**src/rtl/if_fetch_queue.sv**
```systemverilog
// Pipelined instruction-fetch front end: issues in-order memory requests under a credit limit.
// Returned instructions are buffered with their PC in a FIFO; redirects flush it and drop stale responses.
module if_fetch_queue #(
   parameter int unsigned     XLEN            = 64,
   parameter int unsigned     INST_W          = 32,
   parameter int unsigned     FQ_DEPTH        = 4,
   parameter int unsigned     MAX_OUTSTANDING = 2,
   parameter logic [XLEN-1:0] RESET_PC        = 64'h8000_0000
) (
   input  logic                                       clk,
   input  logic                                       rst,
   input  logic                                       redirect_valid,
   input  logic [XLEN-1:0]                            redirect_pc,
   output logic                                       req_valid,
   input  logic                                       req_ready,
   output logic [XLEN-1:0]                            req_addr,
   input  logic                                       resp_valid,
   input  logic [INST_W-1:0]                          resp_data,
   output logic                                       inst_valid,
   input  logic                                       inst_ready,
   output logic [INST_W-1:0]                          inst,
   output logic [XLEN-1:0]                            inst_pc,
   output logic [$clog2(MAX_OUTSTANDING+1)-1:0]       outstanding
);

   localparam int unsigned PTR_W = $clog2(FQ_DEPTH);
   localparam int unsigned CNT_W = $clog2(FQ_DEPTH + 1);
   localparam int unsigned OUT_W = $clog2(MAX_OUTSTANDING + 1);
   localparam int unsigned SUM_W = ((CNT_W > OUT_W) ? CNT_W : OUT_W) + 1;

   localparam logic [OUT_W-1:0] MAX_OUT   = OUT_W'(MAX_OUTSTANDING);
   localparam logic [SUM_W-1:0] DEPTH_S   = SUM_W'(FQ_DEPTH);
   localparam logic [XLEN-1:0]  PC_STEP   = XLEN'(4);

   logic [XLEN-1:0]   fetch_pc_q, fetch_pc_d;
   logic [XLEN-1:0]   resp_pc_q, resp_pc_d;
   logic [PTR_W-1:0]  wr_ptr_q, wr_ptr_d;
   logic [PTR_W-1:0]  rd_ptr_q, rd_ptr_d;
   logic [CNT_W-1:0]  count_q, count_d;
   logic [OUT_W-1:0]  outstanding_q, outstanding_d;
   logic [OUT_W-1:0]  drop_cnt_q, drop_cnt_d;
   logic [INST_W-1:0] inst_mem_q [FQ_DEPTH];
   logic [XLEN-1:0]   pc_mem_q [FQ_DEPTH];

   logic [SUM_W-1:0]  inflight;
   logic [XLEN-1:0]   redir_pc;
   logic              req_fire, resp_fire, push, pop;
   logic              unused_redir_lsb;

   assign unused_redir_lsb = ^redirect_pc[1:0];
   assign redir_pc         = {redirect_pc[XLEN-1:2], 2'b00};
   assign inflight         = SUM_W'(count_q) + SUM_W'(outstanding_q);

   // Credit check reserves a queue slot for every in-flight request, so a push never overflows.
   assign req_valid = !rst && !redirect_valid && (outstanding_q < MAX_OUT)
                      && (inflight < DEPTH_S) && (drop_cnt_q == '0);
   assign req_fire  = req_valid && req_ready;
   assign resp_fire = resp_valid && (outstanding_q != '0);
   assign push      = resp_fire && (drop_cnt_q == '0) && !redirect_valid;
   assign pop       = (count_q != '0) && inst_ready && !redirect_valid;

   assign req_addr    = fetch_pc_q;
   assign outstanding = outstanding_q;
   assign inst_valid  = !rst && (count_q != '0);
   assign inst        = rst ? '0 : inst_mem_q[rd_ptr_q];
   assign inst_pc     = rst ? '0 : pc_mem_q[rd_ptr_q];

   always_comb begin
      fetch_pc_d    = req_fire ? fetch_pc_q + PC_STEP : fetch_pc_q;
      resp_pc_d     = push ? resp_pc_q + PC_STEP : resp_pc_q;
      wr_ptr_d      = push ? wr_ptr_q + PTR_W'(1) : wr_ptr_q;
      rd_ptr_d      = pop ? rd_ptr_q + PTR_W'(1) : rd_ptr_q;
      count_d       = count_q + CNT_W'(push) - CNT_W'(pop);
      outstanding_d = outstanding_q + OUT_W'(req_fire) - OUT_W'(resp_fire);
      drop_cnt_d    = (resp_fire && (drop_cnt_q != '0)) ? drop_cnt_q - OUT_W'(1) : drop_cnt_q;
      if (redirect_valid) begin
         fetch_pc_d = redir_pc;
         resp_pc_d  = redir_pc;
         wr_ptr_d   = '0;
         rd_ptr_d   = '0;
         count_d    = '0;
         // Everything still in flight after this cycle belongs to the old path.
         drop_cnt_d = outstanding_q - OUT_W'(resp_fire);
      end
   end

   always_ff @(posedge clk) begin
      if (rst) begin
         fetch_pc_q    <= RESET_PC;
         resp_pc_q     <= RESET_PC;
         wr_ptr_q      <= '0;
         rd_ptr_q      <= '0;
         count_q       <= '0;
         outstanding_q <= '0;
         drop_cnt_q    <= '0;
         for (int i = 0; i < int'(FQ_DEPTH); i++) begin
            inst_mem_q[i] <= '0;
            pc_mem_q[i]   <= '0;
         end
      end else begin
         fetch_pc_q    <= fetch_pc_d;
         resp_pc_q     <= resp_pc_d;
         wr_ptr_q      <= wr_ptr_d;
         rd_ptr_q      <= rd_ptr_d;
         count_q       <= count_d;
         outstanding_q <= outstanding_d;
         drop_cnt_q    <= drop_cnt_d;
         if (push) begin
            inst_mem_q[wr_ptr_q] <= resp_data;
            pc_mem_q[wr_ptr_q]   <= resp_pc_q;
         end
      end
   end

   a_no_orphan_resp: assert property (@(posedge clk) disable iff (rst)
      !(resp_valid && (outstanding_q == '0)))
      else $error("if_fetch_queue: response with no request outstanding");

endmodule
```
**config.mk**
```make
export PLATFORM = sky130hd
export DESIGN_NAME = if_fetch_queue
export DESIGN_NICKNAME = d
export VERILOG_FILES = /design/src/rtl/if_fetch_queue.sv
export SDC_FILE = /design/constraint.sdc
export NUM_CORES = 1
export LEC_CHECK = 0
export ABC_AREA = 1
export BUFFER_PORTS_ARGS = -buffer_cell sky130_fd_sc_hd__buf_4
export CAP_MARGIN = 20
export CORE_MARGIN = 4
export CORE_UTILIZATION = 41
export CTS_BUF_LIST = sky130_fd_sc_hd__clkbuf_4 sky130_fd_sc_hd__clkbuf_8
export DETAILED_ROUTE_END_ITERATION = 8
export PLACE_DENSITY_LB_ADDON = 0.15
export RECOVER_POWER = 25
export SETUP_SLACK_MARGIN = 0.15
export SLEW_MARGIN = 20
export SYNTH_ARGS = -nofsm -noshare
export SYNTH_HDL_FRONTEND = slang
export SYNTH_SLANG_ARGS = --single-unit
```
**constraint.sdc**
```tcl
create_clock -name clk -period 13.6 [get_ports clk]
set_input_delay 3.4 -clock clk [delete_from_list [all_inputs] [get_ports clk]]
set_output_delay 3.4 -clock clk [all_outputs]
set_load 0.01 [all_outputs]
```
==> results.json <==
{
  "outcome": "finished, violations left",
  "violations": "max-capacitance violations, max-slew violations",
  "dp_slack_ns": 5.05,
  "die_y_um": 261,
  "fin_crit_sh_pct": 62.6,
  "relSlewSlack_pct": -75.7,
  "grt_max_degree": 90,
  "synthFlopType": "edfxtp_1",
  "p_sw_share_pct": 26.8,
  "seqPwrFrac_pct": 49.5,
  "rrSetupSlack_ns": 8.78,
  "fin_ws_ns": 5.09,
  "final_nets": 3689,
  "powerDensity_nw_per_um2": 121,
  "cts_sinks": 513,
  "drv_slew": 149,
  "first_pass_iters": 6,
  "dieArea_um2": 68000,
  "yosys-top-cells-area": "edfxtp_1, nor2_1, dfxtp_1, nand2_1, o21ai_0",
  "cp-end-kind": "primary output",
  "required_ns": 10.20,
  "cp.arrival_ns": 5.11,
  "die_w_um": 261,
  "path_class": "in2out",
  "drive_gt1_share_pct": 11.1,
  "cellLeakagePower_nw": 11.4,
  "cp_max_fo": 63,
  "ys_warn_count": 0,
  "core_um2": 63200,
  "cts_resized": 0,
  "via_count": 23200,
  "synth_cell_types": 41,
  "holdCritStartpoint": "rd_ptr_q[1]$_SDFFE_PP0P_",
  "combPwrFrac_pct": 10.9,
  "grtUsageTotal_pct": 24.7,
  "final-hold-violation-count": 0,
  "worst_hold_path_type": "reg2reg",
  "p_int_mw": 2.70,
  "pwr-share-clk_pct": 39.6,
  "grt_pass1_wl_mm": 129,
  "ios": 266,
  "met3_usage_pct": 3.44,
  "r2r-start": "outstanding[1]$_SDFF_PP0_",
  "wirelength_mm": 85.7,
  "postCtsSetupBuffers": 0,
  "ir_drop_mv": 0.0581,
  "cts.path.max_buffers": 3,
  "start_util_pct": 41.5,
  "tns_ns": 0,
  "place_hpwl_mm": 55.6,
  "ys_ff_latch": 513,
  "antenna_found_initial": 2,
  "post-route-drc-count": 0,
  "fp-row-count": 92,
  "met2_usage_pct": 40.6,
  "netlist_top_cells_count": "nor2_1, nand2_1, edfxtp_1",
  "syn-instance-count": 3356,
  "cts_tree": "built",
  "p_switching_uw": 990,
  "post_drt_wl_per_cell_um": 19.1,
  "synth_area_leader_cell": "edfxtp_1",
  "post-route-util_pct": 48.0,
  "skew_ns": 0.0208,
  "worst_slew_pin_slew_ns": 2.63,
  "postPlaceCellArea_um2": 28800,
  "port_buffers": 259,
  "critPathLaunch": "rst",
  "overflow": 0,
  "cts.htree.levels": 3,
  "fmax_mhz": 117,
  "start_kind": "primary input",
  "ant_nets": 0,
  "synth_edf_count": 376,
  "syn_area_per_cell_um2": 7.81,
  "drtIter0Drc": 2026,
  "globalplace.congestion": 0.967,
  "final_area_um2": 30400,
  "yosysSeqAreaShare_pct": 53.6,
  "avgViaCountPerCell": 5.17,
  "ys_async_sr_fraction_pct": 0,
  "fin_crit_ns": 8.51,
  "syn_to_final_growth_pct": 15.9,
  "yosysMostFrequentCell": "nor2_1",
  "clk_latency_ns": 0.68,
  "cts_hold_buf": 0,
  "use_met1_pct": 33.7,
  "grt_busiest_layer": "met2",
  "cts_buffers": 91,
  "grt_pass1_vias": 22200,
  "rsz0062_at_grt": "no",
  "setup_viol": 0,
  "clockRootBuffer": "clkbuf_8",
  "synth_area_um2": 26200,
  "clk_pin_slew_ns": 0.06,
  "synth_top_area_share_pct": 43.1,
  "drv_cap": 4
}
## cell families after synthesis
logic type	after synthesis	synth area share, %
adder cells (fa/ha/maj)	10	0.506
other	1	0.0143
AND/OR/NAND/NOR	1749	26.6
XOR/XNOR	28	0.936
flip-flops	513	53.6
AO/OA/AOI/OAI	548	10.8
buffers and inverters	507	7.58
## stage by stage
step                      std cells  hold WS [ns]  power [mW]
after global routing           4490         0.520        3.84
after floorplan                3359         0.436        2.09
after CTS                      4489         0.463        3.74
final                          4490         0.476        3.69
after global placement         4330         0.445        2.27
after detailed placement       4330         0.451        2.27
## cell type report
type | instances | area [um2]
Clock inverter | 28 | 216
Clock buffer | 131 | 1600
Tap cell | 846 | 1060
Sequential cell | 513 | 14000
Antenna cell | 1 | 2.50
Multi-Input combinational cell | 2339 | 10200
Inverter | 345 | 1300
Timing Repair Buffer | 287 | 1900
Fill cell | 6412 | 32800
## registers in the layout, summed over array words and instances, names as in the netlist, named ones only
name,count
pc_mem_q,248
inst_mem_q,128
req_addr,62
resp_pc_q,62
count_q,3
drop_cnt_q,2
outstanding,2
rd_ptr_q,2
wr_ptr_q,2
## power by group through the flow
stage | Clock (mW) | Combinational [mW] | Sequential (mW)
after detailed placement | 0 | 0.416 | 1.85
after floorplan | 0 | 0.233 | 1.86
after CTS | 1.50 | 0.417 | 1.82
final | 1.46 | 0.401 | 1.82
after global placement | 0 | 0.413 | 1.85
after global routing | 1.56 | 0.446 | 1.83
## per-layer routing
layer,part of all wire [%],up-vias
li1,-,11300
met1,44,11000
met2,47,798
met3,6.4,142
met4,3.0,0
met5,0,-
## worst paths after layout
kind                                    end  depth (start not counted)
setup / recovery                inst_pc[42]                          4
hold / removal                    flip-flop                          2
setup reg to reg  req_addr[29]$_SDFFE_PP0P_                         12
hold reg to reg                   flip-flop                          2
## worst max-delay path: stages
cell and delay, ns:
buf_6 0.43, buf_4 0.76, a21oi_1 0.23, buf_4 0.22
## cells in the final DEF, fill, tap and decap left out, types with 4 or more instances in the layout
master	synthesis	routed
o21ai_0	311	312
nand4_1	39	39
conb_1	1	4
a31oi_1	20	20
xor2_1	25	25
nor3_1	8	8
inv_1	339	339
ha_1	9	9
clkbuf_1	107	69
o22ai_1	5	5
nand2_4	2	4
buf_4	8	217
o21ai_1	15	11
nor2_1	1011	1013
clkinv_2	0	9
nor2_2	11	10
nand2_1	541	539
dfxtp_1	137	135
clkbuf_4	0	33
nor2_4	9	8
clkinv_1	0	14
nand3_1	116	116
edfxtp_1	376	376
a21oi_1	180	180
clkbuf_8	1	98
o211ai_1	12	12
Power figures use the tool's default switching activity.
